$ cat src/rtl/pipe_hazard_ctrl.sv
// Central stall/flush controller for the 5-stage pipeline.
// Covers load-use, redirect, and instruction/data memory waits.
module pipe_hazard_ctrl #(
    parameter int CNT_W = 32
) (
    input  logic             clk_i,
    input  logic             rst_i,
    input  logic [4:0]       Rs1D_i,
    input  logic [4:0]       Rs2D_i,
    input  logic [4:0]       RdE_i,
    input  logic             LoadE_i,
    input  logic             PCSrcE_i,
    input  logic             IMemReady_i,
    input  logic             MemReqM_i,
    input  logic             DMemReady_i,
    output logic             StallF_o,
    output logic             StallD_o,
    output logic             StallE_o,
    output logic             StallM_o,
    output logic             FlushD_o,
    output logic             FlushE_o,
    output logic             FlushW_o,
    output logic             FetchKill_o,
    output logic [1:0]       State_o,
    output logic [CNT_W-1:0] StallCnt_o,
    output logic [CNT_W-1:0] FlushCnt_o,
    output logic [CNT_W-1:0] DMissCnt_o
);

    typedef enum logic [1:0] {
        RUN   = 2'd0,
        IWAIT = 2'd1,
        DWAIT = 2'd2
    } state_t;

    state_t state_q, state_d;
    logic   redirect_pend_q, redirect_pend_d;
    logic   dmiss, lduse, imiss, kill;

    assign dmiss = MemReqM_i & ~DMemReady_i;
    assign lduse = LoadE_i & (RdE_i != 5'd0) &
                   ((RdE_i == Rs1D_i) | (RdE_i == Rs2D_i));
    assign imiss = ~IMemReady_i;
    // Word returning after a redirect in IWAIT belongs to the old path
    assign kill  = redirect_pend_q & IMemReady_i & ~dmiss & ~rst_i;

    always_comb begin
        StallF_o    = 1'b0;
        StallD_o    = 1'b0;
        StallE_o    = 1'b0;
        StallM_o    = 1'b0;
        FlushD_o    = 1'b0;
        FlushE_o    = 1'b0;
        FlushW_o    = 1'b0;
        FetchKill_o = 1'b0;
        if (rst_i) begin
            FlushD_o = 1'b1;
            FlushE_o = 1'b1;
            FlushW_o = 1'b1;
        end else begin
            priority case (1'b1)
                dmiss: begin
                    StallF_o = 1'b1;
                    StallD_o = 1'b1;
                    StallE_o = 1'b1;
                    StallM_o = 1'b1;
                    FlushW_o = 1'b1;
                end
                PCSrcE_i: begin
                    FlushD_o = 1'b1;
                    FlushE_o = 1'b1;
                end
                lduse: begin
                    StallF_o = 1'b1;
                    StallD_o = 1'b1;
                    FlushE_o = 1'b1;
                end
                imiss: begin
                    StallF_o = 1'b1;
                    FlushD_o = 1'b1;
                end
                default: ;
            endcase
            if (kill) begin
                FetchKill_o = 1'b1;
                FlushD_o    = 1'b1;
            end
        end
    end

    always_comb begin
        state_d         = state_q;
        redirect_pend_d = redirect_pend_q;
        unique case (state_q)
            RUN: begin
                if (dmiss)
                    state_d = DWAIT;
                else if (imiss & ~PCSrcE_i)
                    state_d = IWAIT;
            end
            IWAIT: begin
                if (dmiss)
                    state_d = DWAIT;
                else if (IMemReady_i)
                    state_d = RUN;
            end
            DWAIT: begin
                if (!dmiss)
                    state_d = RUN;
            end
            default: state_d = RUN;
        endcase
        if (kill)
            redirect_pend_d = 1'b0;
        else if (state_q == IWAIT && PCSrcE_i && !dmiss && imiss)
            redirect_pend_d = 1'b1;
    end

    always_ff @(posedge clk_i or posedge rst_i) begin
        if (rst_i) begin
            state_q         <= RUN;
            redirect_pend_q <= 1'b0;
            StallCnt_o      <= '0;
            FlushCnt_o      <= '0;
            DMissCnt_o      <= '0;
        end else begin
            state_q         <= state_d;
            redirect_pend_q <= redirect_pend_d;
            if (StallF_o)
                StallCnt_o <= StallCnt_o + 1'b1;
            if (FlushE_o)
                FlushCnt_o <= FlushCnt_o + 1'b1;
            if (state_q != DWAIT && state_d == DWAIT)
                DMissCnt_o <= DMissCnt_o + 1'b1;
        end
    end

    assign State_o = state_q;

endmodule

$ cat config.mk
export PLATFORM = sky130hd
export DESIGN_NAME = pipe_hazard_ctrl
export DESIGN_NICKNAME = d
export VERILOG_FILES = /design/src/rtl/pipe_hazard_ctrl.sv
export SDC_FILE = /design/constraint.sdc
export NUM_CORES = 1
export LEC_CHECK = 0
export CELL_PAD_IN_SITES_DETAIL_PLACEMENT = 2
export CELL_PAD_IN_SITES_GLOBAL_PLACEMENT = 2
export CORE_UTILIZATION = 30
export DETAILED_ROUTE_END_ITERATION = 7
export DONT_BUFFER_PORTS = 1
export GPL_TIMING_DRIVEN = 0
export MAX_ROUTING_LAYER = met4
export PLACE_DENSITY_LB_ADDON = 0.3
export REMOVE_ABC_BUFFERS = 1
export SKIP_LAST_GASP = 1
export SYNTH_ARGS = -nofsm -noshare
export SYNTH_HDL_FRONTEND = slang
export SYNTH_SLANG_ARGS = --single-unit
$ cat constraint.sdc
create_clock -name clk_i -period 5 [get_ports clk_i]
set_clock_uncertainty 0.05 [all_clocks]
set_input_delay 0.5 -clock clk_i [delete_from_list [all_inputs] [get_ports clk_i]]
set_output_delay 0.5 -clock clk_i [all_outputs]
set_load 0.005 [all_outputs]
======== Yosys cells after proc, flatten, opt, wreduce, memory -nomap -nowiden ========
Cells that the tools add are included.
word-level totals
  logic and storage cells ................. 65
  register bits ........................... 99
cells by class
  add/sub/neg operators ................... 3
  equality and inequality tests ........... 6
  reductions and logical operators ........ 8
  muxes and demuxes ....................... 30
  bitwise operators ....................... 13
operators with widths
  operator                                                         count
  32-bit by 1-bit adder with 32-bit output, second input constant  3
  1-bit two-way mux                                                24
  5-bit == test                                                    2
  2-bit two-way mux                                                5
  1-bit bitwise AND                                                7
  2-bit case mux with 3 select lines                               1
  1-bit inverter                                                   5
  5-bit nonzero test                                               1
  2-bit == test, second input constant                             2
  1-bit logical AND                                                4
  2-bit by 1-bit == test with 1-bit output, second input constant  1
  2-bit logical NOT                                                1
  2-bit inequality test, second input constant                     1
  2-bit nonzero test                                               1
  1-bit logical NOT                                                1
  1-bit bitwise OR                                                 1

======== Longest topological paths before layout ========
Gate-level depths: netlist (run 1).
  word-level depth ........................ 8
  mapped depth ............................ 8
  depth with buffers taken out ............ 7

======== Worst setup path before layout (run 1) ========
No wires, ideal clock.
  kind .................................... input -> output
  start ................................... input port rst_i
  end ..................................... output port FetchKill_o
  slack ................................... 1.271 ns
  arrival time ............................ 3.179 ns
  stages .................................. 3
  path through ............................ inv_1 -> nand2_1 -> nor2_1
between the ends
  word-level cells in the longest chain between the ends .. 4
ends and longest elaborated chain
  item                 RTL line  source
  start: declaration   7         input logic rst_i,
  1-bit inverter       45        assign kill = redirect_pend_q & IMemReady_i & ~dmiss & ~rst_i;
  1-bit bitwise AND    45
  1-bit two-way mux    84        if (kill) begin
  1-bit two-way mux *  56        if (rst_i) begin
  end: declaration     23        output logic FetchKill_o,
Every way passes the cells marked *; elsewhere a longest branch is shown, timed or not.

======== Worst setup path after layout (run 1) ========
  start ................................... input port RdE_i[1]
  end ..................................... output port FlushE_o
between the ends
  word-level cells in the longest chain between the ends .. 7
ends and longest elaborated chain
  item                                                   RTL line  source
  start: declaration                                     10        input logic [4:0] RdE_i,
  5-bit == test or 5-bit nonzero test (tied branches)    42, 41
  1-bit bitwise OR or 1-bit bitwise AND (tied branches)  42, 41
  1-bit bitwise AND *                                    41        assign lduse = LoadE_i & (RdE_i != 5'd0) &
  1-bit two-way mux * (3 in series)                      61        priority case (1'b1)
  1-bit two-way mux *                                    56
  end: declaration                                       21        output logic FlushE_o,
Marks and branches as above.

==> results_dict.tcl, run 1 <==
set metrics [dict create \
    ys_warn_count 0 \
    drt-initial-drc-count 96 \
    die-area_sq_mm 0.0162 \
    synth_top_area_share_pct 52.6 \
    drv_cap 0 \
    wl_per_cell_um 19.0 \
    grt.overflow.total 0 \
    gp_congestion 0.731 \
    ant_nets 0 \
    avgSynthCellArea_sq_um 10.6 \
    die_h_um 127 \
    clk_latency_ps 350 \
    nets 469 \
    hold_buffers 0 \
    area_growth_pct 11.0 \
    die_width_um 127 \
    max_freq_mhz 314 \
    final_common_cell "dfrtp_1" \
    drc 0 \
    path_max_fanout 24 \
    syn-instance-count 445 \
    synth_seq_cells 99 \
    via_per_inst 5.14 \
    std_cell_rows 45 \
    start_kind "primary input" \
    synth_edf_count 0 \
    wl_mm 12.5 \
    dpl.hpwl_mm 9.10 \
    seq_area_frac_synth_pct 52.6 \
    grt.total_usage_pct 17.0 \
    layout-drive-gt1-share_pct 5.36 \
    tns_ps 0 \
    h-tree-depth 3 \
    synth_ff_type "dfrtp_1" \
    post-cts-setup-buffers 0 \
    synth_top_area_cell "dfrtp_1" \
    grt_pass1_vias 3831 \
    final_cell_mix "dfrtp_1, xnor2_1, nand2_1" \
    coreArea_sq_mm 0.0153 \
    rsz0062_at_grt "false" \
    p_leak_nw 2.14 \
    min_period_ps 3190 \
    num_vias 3384 \
    power.density_mw_per_mm2 379 \
    initial_core_util_pct 30.9 \
    syn-cell-area_sq_mm 0.00471 \
    max_slew_margin_pct 31.8 \
    hold_path_class "primary input to async pin" \
    clock-sinks 99 \
    cp_data_required_time_ps 4450 \
    finalCritPeriodShare_pct 63.7 \
    critPathKind "primary input to output pin" \
    sw_frac_of_total_pct 30.4 \
    ir_drop_v 0.000145 \
    tritoncts "built" \
    final_cells 659 \
    setup_viol 0 \
    clockBufferDepth 2 \
    startpoint "RdE_i[1]" \
    final_max_slew_viol_count 0 \
    ys_top_cells_by_area "dfrtp_1, xnor2_1, xor2_1, nand4_1, nand2_1" \
    portBuffers 0 \
    n_antenna_cell 0 \
    clockPowerShare_pct 35.4 \
    switching_power_w 0.000603 \
    dr.pass1.iters 4 \
    cp.arrival_ps 2640 \
    cts-root-buf "clkbuf_16" \
    r2r-end "DMissCnt_o[26]" \
    antenna_found_initial 0 \
    status "complete, no violations" \
    rr_worst_depth 7 \
    grt_pass1_wl_mm 20.9 \
    clk_pin_slew_worst_paths_ps 70 \
    ios 128 \
    hold_viol_final 0 \
    synth_cell_types 40 \
    dp.cells 644 \
    comb_power_share_pct 12.1 \
    synthArstFlopShare_pct 100 \
    cts_buffers 9 \
    worst_pin_slew_ps 1020 \
    cts_resized 0 \
    end_kind "output pin" \
    fillers 1648 \
    crit_end "FlushE_o" \
    reg2reg_slack_ps 2440 \
    grt_max_degree 60 \
    r2r-start "DMissCnt_o[0]" \
    intPower_w 0.00138 \
    pwr-share-seq_pct 52.6 \
]
## worst max-delay path, stage by stage
cell and delay (ps):
or4_1 540, o21ai_2 250, o31a_1 850, inv_1 480
## layer usage
metal / up-vias / routed length [um] / track usage, %
met5: - / 0 / -
met4: 0 / 181 / 6.09
met3: 14 / 854 / 4.98
met2: 84 / 6150 / 27.2
met1: 1738 / 5350 / 20.3
li1: 1548 / - / -
## worst min path at each step
stage | depth (start not counted) | slack [ps] | end | startpoint
2_1_floorplan | 1 | 410 | StallCnt_o[31] | StallCnt_o[31]
3_3_place_gp | 1 | 440 | DMissCnt_o[31] | DMissCnt_o[31]
3_5_place_dp | 1 | 430 | redirect_pend_q | rst_i
4_1_cts | 1 | 50 | redirect_pend_q | rst_i
5_1_grt | 1 | 70 | redirect_pend_q | rst_i
6_report | 1 | 40 | redirect_pend_q | rst_i
## power groups by stage
stage | clock network, W | logic [W] | registers [W]
floorplan | 0 | 0.000184 | 0.00101
global placement | 0 | 0.000228 | 0.00105
detailed placement | 0 | 0.000246 | 0.00106
CTS | 0.000726 | 0.000246 | 0.00104
global route | 0.000746 | 0.000274 | 0.00106
finish | 0.000701 | 0.000240 | 0.00104
## layout make-up
class | count | area [sq um] | share of cell area [%]
inverters | 5 | 21.3 | 0.407
clock inverters | 6 | 66.3 | 1.27
well taps | 211 | 264 | 5.05
multi-input cells | 328 | 2150 | 41.1
flip-flops and latches | 99 | 2480 | 47.4
repair buffers | 1 | 27.5 | 0.526
clock buffers | 9 | 225 | 4.31
## metrics by stage
step	total power, W	hold WS (ps)	setup WS [ps]	area (sq um)	util (%)
floorplan	0.00119	415	1270	4650	-
global placement	0.00128	437	33.9	4910	32.2
detailed placement	0.00130	427	1670	4940	32.4
CTS	0.00202	46.4	1680	5230	34.3
global route	0.00208	73.6	1530	5230	34.3
finish	0.00198	41.7	1810	5230	34.3
## synthesized netlist by cell type, types with 2 or more instances
| master | number |
|---|---|
| a21o_1 | 2 |
| a21oi_1 | 5 |
| and2_1 | 4 |
| and3_1 | 10 |
| and4_1 | 4 |
| buf_2 | 4 |
| clkbuf_1 | 7 |
| dfrtp_1 | 99 |
| ha_1 | 3 |
| inv_1 | 5 |
| mux2_2 | 2 |
| nand2_1 | 45 |
| nand2b_1 | 2 |
| nand3_1 | 32 |
| nand4_1 | 34 |
| nor2_1 | 15 |
| nor3_1 | 30 |
| nor3b_1 | 2 |
| nor4_1 | 10 |
| or2_2 | 3 |
| or3_1 | 7 |
| xnor2_1 | 63 |
| xor2_1 | 40 |
## cell families (layout without fill, tap and decap cells)
kind of cell	after synthesis	in the layout	synth area share (%)
flip-flops	99	99	52.6
AO/OA/AOI/OAI	17	17	2.58
XOR/XNOR	103	103	19.2
AND/OR/NAND/NOR	203	203	22.6
multiplexers	2	2	0.478
adder cells (fa/ha/maj)	3	3	0.797
buffers and inverters	18	21	1.78
## flip-flops by register name, indices dropped and copies added, names as in the netlist
register and flops:
FlushCnt_o 32, DMissCnt_o 32, redirect_pend_q 1, State_o 2
StallCnt_o 32
Power figures use the tool's default switching activity.
==> run 2, diff against run 1 <==
==> constraint.sdc (replaced) <==
create_clock -name clk_i -period 3.2 [get_ports clk_i]
set_clock_uncertainty 0.05 [all_clocks]
set_input_delay 0.32 -clock clk_i [delete_from_list [all_inputs] [get_ports clk_i]]
set_output_delay 0.32 -clock clk_i [all_outputs]
set_load 0.005 [all_outputs]
==> run 2 against run 1 <==
- clock-buffer cell count is the same
- global-route usage grew 0.10 points
- first-iteration DRC count shrank 24%
- via count grew 0.71%
- combinational power grew 58%
- hold slack gained 2.3 ps
==> results_dict.tcl, run 2 (synthesis results as in run 1) <==
set metrics [dict create \
    placed_area_sq_mm 0.00494 \
    regArea_sq_mm 0.00248 \
    finalCritPeriodShare_pct 88.3 \
    via_per_inst 5.16 \
    std_cell_rows 45 \
    rsz0062_at_grt "false" \
    fillers 1650 \
    worst_pin_slew_ps 1030 \
    final_common_cell "dfrtp_1" \
    layout-drive-gt1-share_pct 5.33 \
    max_freq_mhz 354 \
    clk_pin_slew_worst_paths_ps 60 \
    tritoncts "built" \
    cp.arrival_ps 2450 \
    clock-sinks 99 \
    ir_drop_v 0.000226 \
    fin_util_pct 34.4 \
    end_kind "output pin" \
    grt.total_usage_pct 17.1 \
    sw_frac_of_total_pct 30.4 \
    gp_congestion 0.731 \
    clk_latency_ps 350 \
    nets 471 \
    startpoint "RdE_i[1]" \
    cts_resized 0 \
    clockBufferDepth 2 \
    multi_input_area_sq_mm 0.00215 \
    critPathKind "primary input to output pin" \
    status "complete, no violations" \
    reg_top3 "DMissCnt_o x32, FlushCnt_o x32, StallCnt_o x32" \
    cp_data_required_time_ps 2830 \
    n_antenna_cell 0 \
    hold_path_class "primary input to register" \
    wl_mm 12.6 \
    die_width_um 127 \
    path_max_fanout 24 \
    ant_nets 0 \
    initial_core_util_pct 30.9 \
    grt_pass1_wl_mm 21.1 \
    dpl.hpwl_mm 9.10 \
    setup_viol 0 \
    comb_power_share_pct 12.2 \
    switching_power_w 0.000945 \
    intPower_w 0.00216 \
    final_cell_mix "dfrtp_1, xnor2_1, nand2_1" \
    portBuffers 0 \
    place_ws_ps 51.7 \
    p_leak_nw 2.14 \
    die_h_um 127 \
    worstHoldStart "PCSrcE_i" \
    wl_per_cell_um 19.1 \
    layout_setup_ws_ps 375 \
    r2r-start "DMissCnt_o[0]" \
    reg2reg_slack_ps 640 \
    ios 128 \
    max_slew_margin_pct 31.5 \
    h-tree-depth 3 \
    grt_pass1_vias 3856 \
    post-route-cell-area_sq_mm 0.00525 \
    tns_ps 0 \
    cts_buffers 9 \
    area_growth_pct 11.5 \
    antenna_found_initial 0 \
    dr.pass1.iters 4 \
    cts-root-buf "clkbuf_16" \
    grt_max_degree 60 \
    clockPowerShare_pct 35.3 \
    final_max_slew_viol_count 0 \
    hold_viol_final 0 \
    grt.overflow.total 0 \
    power.density_mw_per_mm2 591 \
    fin_hold_ws_ps 44.0 \
    drc 0 \
    coreArea_sq_mm 0.0153 \
    die-area_sq_mm 0.0162 \
    drt-initial-drc-count 73 \
    start_kind "primary input" \
    min_period_ps 2820 \
    drv_cap 0 \
    pwr-share-seq_pct 52.5 \
    num_vias 3408 \
]
[run 2: cell count changes in the layout (fill, tap and decap cells not counted), sizes merged]
cell | before | now
dlygate4sd3 | 0 | 2
[run 2: critical path, stage by stage]
cell and delay, ps:
or4_1 530, o21ai_2 250, o31a_1 860, inv_1 480
[run 2: final timing paths]
| check | end | depth (start not counted) |
|---|---|---|
| worst max-delay path | FlushE_o | 4 |
| worst min-delay path | State_o[0] | 1 |
| worst max register to register | DMissCnt_o[26] | 7 |
| worst min register to register | DMissCnt_o[31] | 1 |
| max in group asynchronous | FlushCnt_o[25] | 3 |
| min in group asynchronous | DMissCnt_o[2] | 2 |
[run 2: final cells by class]
cell class	instances	area share, %
sequential	99	47.2
multi-input combinational	328	40.9
tap	211	5.03
clock buffer	9	4.29
clock inverter	6	1.26
timing repair buffer	3	0.905
inverter	5	0.405
[run 2: per-stage QoR]
step           power (W)  std cells
2_1_floorplan    0.00187        432
3_3_place_gp     0.00200        643
3_5_place_dp     0.00204        644
4_1_cts          0.00316        661
5_1_grt          0.00326        661
6_report         0.00310        661
[run 2: power by group through the flow]
stage,registers [W],logic (W),clock network [W]
floorplan,0.00158,0.000287,0
global placement,0.00164,0.000356,0
detailed placement,0.00165,0.000384,0
CTS,0.00163,0.000388,0.00114
global route,0.00166,0.000432,0.00117
finish,0.00163,0.000378,0.00109
[run 2: layer usage]
metal / part of all wire (%) / track usage (%) / wire length, um
met4: 1.4 / 6.09 / 181
met5: 0 / - / 0
met3: 6.6 / 5.03 / 834
met1: 43 / 20.4 / 5400
met2: 49 / 27.4 / 6230
[run 2: timing repair]
action                                  4_1_cts  5_1_grt
endpoints found under the hold margin        43        0
hold buffers                                  2        0
endpoints found under the setup margin        0        0
setup buffers                                 0        0
==> run 3, diff against run 2 <==
--- a/config.mk
+++ b/config.mk
@@ -5,8 +5,7 @@
 export SDC_FILE = /design/constraint.sdc
 export NUM_CORES = 1
 export LEC_CHECK = 0
-export CELL_PAD_IN_SITES_DETAIL_PLACEMENT = 2
-export CELL_PAD_IN_SITES_GLOBAL_PLACEMENT = 2
+export ABC_AREA = 1
 export CORE_UTILIZATION = 30
 export DETAILED_ROUTE_END_ITERATION = 7
 export DONT_BUFFER_PORTS = 1
==> run 3 against run 2 <==
- global-route usage shrank 0.27 points
- critical endpoint is now StallF_o
- setup slack worse by 55 ps
- first-iteration DRC count grew to 4.2 times the previous value
- sequential share of layout area is 11 points lower
- largest power group unchanged
- clock power grew 6%
- final cell count increased by 77%
- combinational power is 13% higher
- non-clock buffer count is the same
- sequential power is 4% lower
- highest routed layer unchanged
==> results_dict.tcl, run 3 <==
set metrics [dict create \
    post-cts-setup-buffers 0 \
    comb_power_share_pct 13.5 \
    tritoncts "built" \
    ys_warn_count 0 \
    sw_frac_of_total_pct 34.2 \
    worst_pin_slew_ps 1320 \
    path_max_fanout 33 \
    setup_viol 0 \
    pwr-share-seq_pct 49.6 \
    gp_congestion 0.877 \
    std_cell_rows 52 \
    avgSynthCellArea_sq_um 7.02 \
    hold_path_class "primary input to register" \
    grt_max_degree 65 \
    placed_area_sq_mm 0.00658 \
    grt_pass1_vias 5219 \
    r2r-end "StallCnt_o[16]" \
    power.density_mw_per_mm2 456 \
    start_kind "primary input" \
    p_leak_nw 3.27 \
    wl_per_cell_um 14.5 \
    clockPowerShare_pct 36.8 \
    crit_end "StallF_o" \
    num_vias 5460 \
    synth_seq_cells 99 \
    ios 128 \
    final_cell_mix "nand2_1, dfrtp_1, nor2_1" \
    ir_drop_v 0.000244 \
    synth_cell_types 34 \
    max_freq_mhz 347 \
    via_per_inst 4.66 \
    synth_edf_count 0 \
    cts_buffers 9 \
    finalCritPeriodShare_pct 90.0 \
    grt.total_usage_pct 16.8 \
    dr.pass1.iters 5 \
    startpoint "MemReqM_i" \
    synthArstFlopShare_pct 100 \
    drt-initial-drc-count 303 \
    synth_common_cells "nand2_1, dfrtp_1, nor2_1, nand3_1, inv_1" \
    reg_top3 "DMissCnt_o x32, FlushCnt_o x32, StallCnt_o x32" \
    status "complete, no violations" \
    coreArea_sq_mm 0.0204 \
    cp_data_required_time_ps 2830 \
    layout_setup_ws_ps 320 \
    intPower_w 0.00208 \
    clockBufferDepth 2 \
    syn-cell-area_sq_mm 0.00632 \
    dpl.hpwl_mm 12.0 \
    clk_pin_slew_worst_paths_ps 80 \
    synth_top_area_cell "dfrtp_1" \
    clk_latency_ps 360 \
    drc 0 \
    max_slew_margin_pct 12.0 \
    h-tree-depth 3 \
    critPathKind "primary input to output pin" \
    place_ws_ps -318 \
    reg2reg_slack_ps 1200 \
    n_antenna_cell 0 \
    cts_resized 0 \
    ant_nets 0 \
    r2r-start "StallCnt_o[0]" \
    post-route-cell-area_sq_mm 0.00692 \
    grt_pass1_wl_mm 27.9 \
    switching_power_w 0.00108 \
    rr_worst_depth 7 \
    die_h_um 147 \
    initial_core_util_pct 30.9 \
    area_growth_pct 9.46 \
    fin_hold_ws_ps 153 \
    die-area_sq_mm 0.0217 \
    portBuffers 0 \
    layout-drive-gt1-share_pct 6.33 \
    synth_ff_type "dfrtp_1" \
    ys_top_cells_by_area "dfrtp_1, nand2_1, nand3_1, xor2_1, nor2_1" \
    final_common_cell "nand2_1" \
    rsz0062_at_grt "false" \
    final_max_slew_viol_count 0 \
    hold_viol_final 0 \
    syn-instance-count 901 \
    antenna_found_initial 0 \
    cts-root-buf "clkbuf_16" \
    seq_area_frac_synth_pct 39.2 \
    clock-sinks 99 \
    grt.overflow.total 0 \
    tns_ps 0 \
    cp.arrival_ps 2510 \
    drv_cap 0 \
    end_kind "output pin" \
    wl_mm 17.0 \
    fillers 2210 \
    yosys.cell_count.top_type "nand2_1" \
    die_width_um 147 \
    synth_top_area_share_pct 39.2 \
    total_power_w 0.00316 \
    nets 921 \
    min_period_ps 2880 \
]
==> run 3: worst min-delay path by stage <==
stage / from / slack, ps / depth (start not counted) / endpoint
after floorplan: IMemReady_i / 340 / 1 / State_o[0]
after global placement: IMemReady_i / 340 / 1 / State_o[0]
after detailed placement: rst_i / 220 / 1 / DMissCnt_o[31]
after CTS: PCSrcE_i / 140 / 3 / State_o[0]
after global routing: IMemReady_i / 170 / 3 / redirect_pend_q
final: PCSrcE_i / 150 / 3 / State_o[0]
==> run 3: what timing repair did <==
item / CTS / global route
hold endpoints to repair: 36 / 0
setup endpoints to repair: 2 / 0
hold buffers: 2 / 0
==> run 3: power groups by stage <==
| stage | clock (W) | combinational [W] | sequential (W) |
|---|---|---|---|
| 6_report | 0.00116 | 0.000428 | 0.00157 |
| 3_5_place_dp | 0 | 0.000422 | 0.00160 |
| 4_1_cts | 0.00121 | 0.000434 | 0.00157 |
| 3_3_place_gp | 0 | 0.000413 | 0.00160 |
| 5_1_grt | 0.00125 | 0.000496 | 0.00160 |
| 2_1_floorplan | 0 | 0.000344 | 0.00153 |
==> run 3: routing by layer <==
| metal | up-vias | routed length, um | global-route usage (%) | part of all wire [%] |
|---|---|---|---|---|
| met5 | - | 0 | - | 0 |
| met4 | 0 | 119 | 3.09 | 0.70 |
| met3 | 10 | 1310 | 5.22 | 7.7 |
| met2 | 155 | 7480 | 25.0 | 44 |
| met1 | 2469 | 8080 | 22.5 | 48 |
| li1 | 2826 | - | - | - |
==> run 3: kinds of logic after synthesis <==
group | synth area share (%)
adder cells (fa/ha/maj) | 0.594
AND/OR/NAND/NOR | 43.1
XOR/XNOR | 8.85
flip-flops | 39.2
AO/OA/AOI/OAI | 1.37
buffers and inverters | 6.95
==> run 3: layout make-up <==
class	instances	area, sq um	area share [%]
clock buffers	9	225	3.25
repair buffers	3	47.5	0.687
multi-input cells	696	3410	49.3
well taps	270	338	4.88
flip-flops and latches	99	2480	35.8
inverters	87	329	4.76
clock inverters	7	91.3	1.32
==> run 3: critical path: stages <==
cell and delay, ps:
inv_1 10, or2_1 380, inv_1 110, nor2_1 130
nor2_4 700, nand2_2 620, inv_1 200
==> run 3: metrics by stage <==
step	utilization [%]	cells
2_1_floorplan	-	881
3_3_place_gp	32.0	1151
3_5_place_dp	32.2	1152
4_1_cts	33.9	1171
5_1_grt	33.9	1171
6_report	33.9	1171
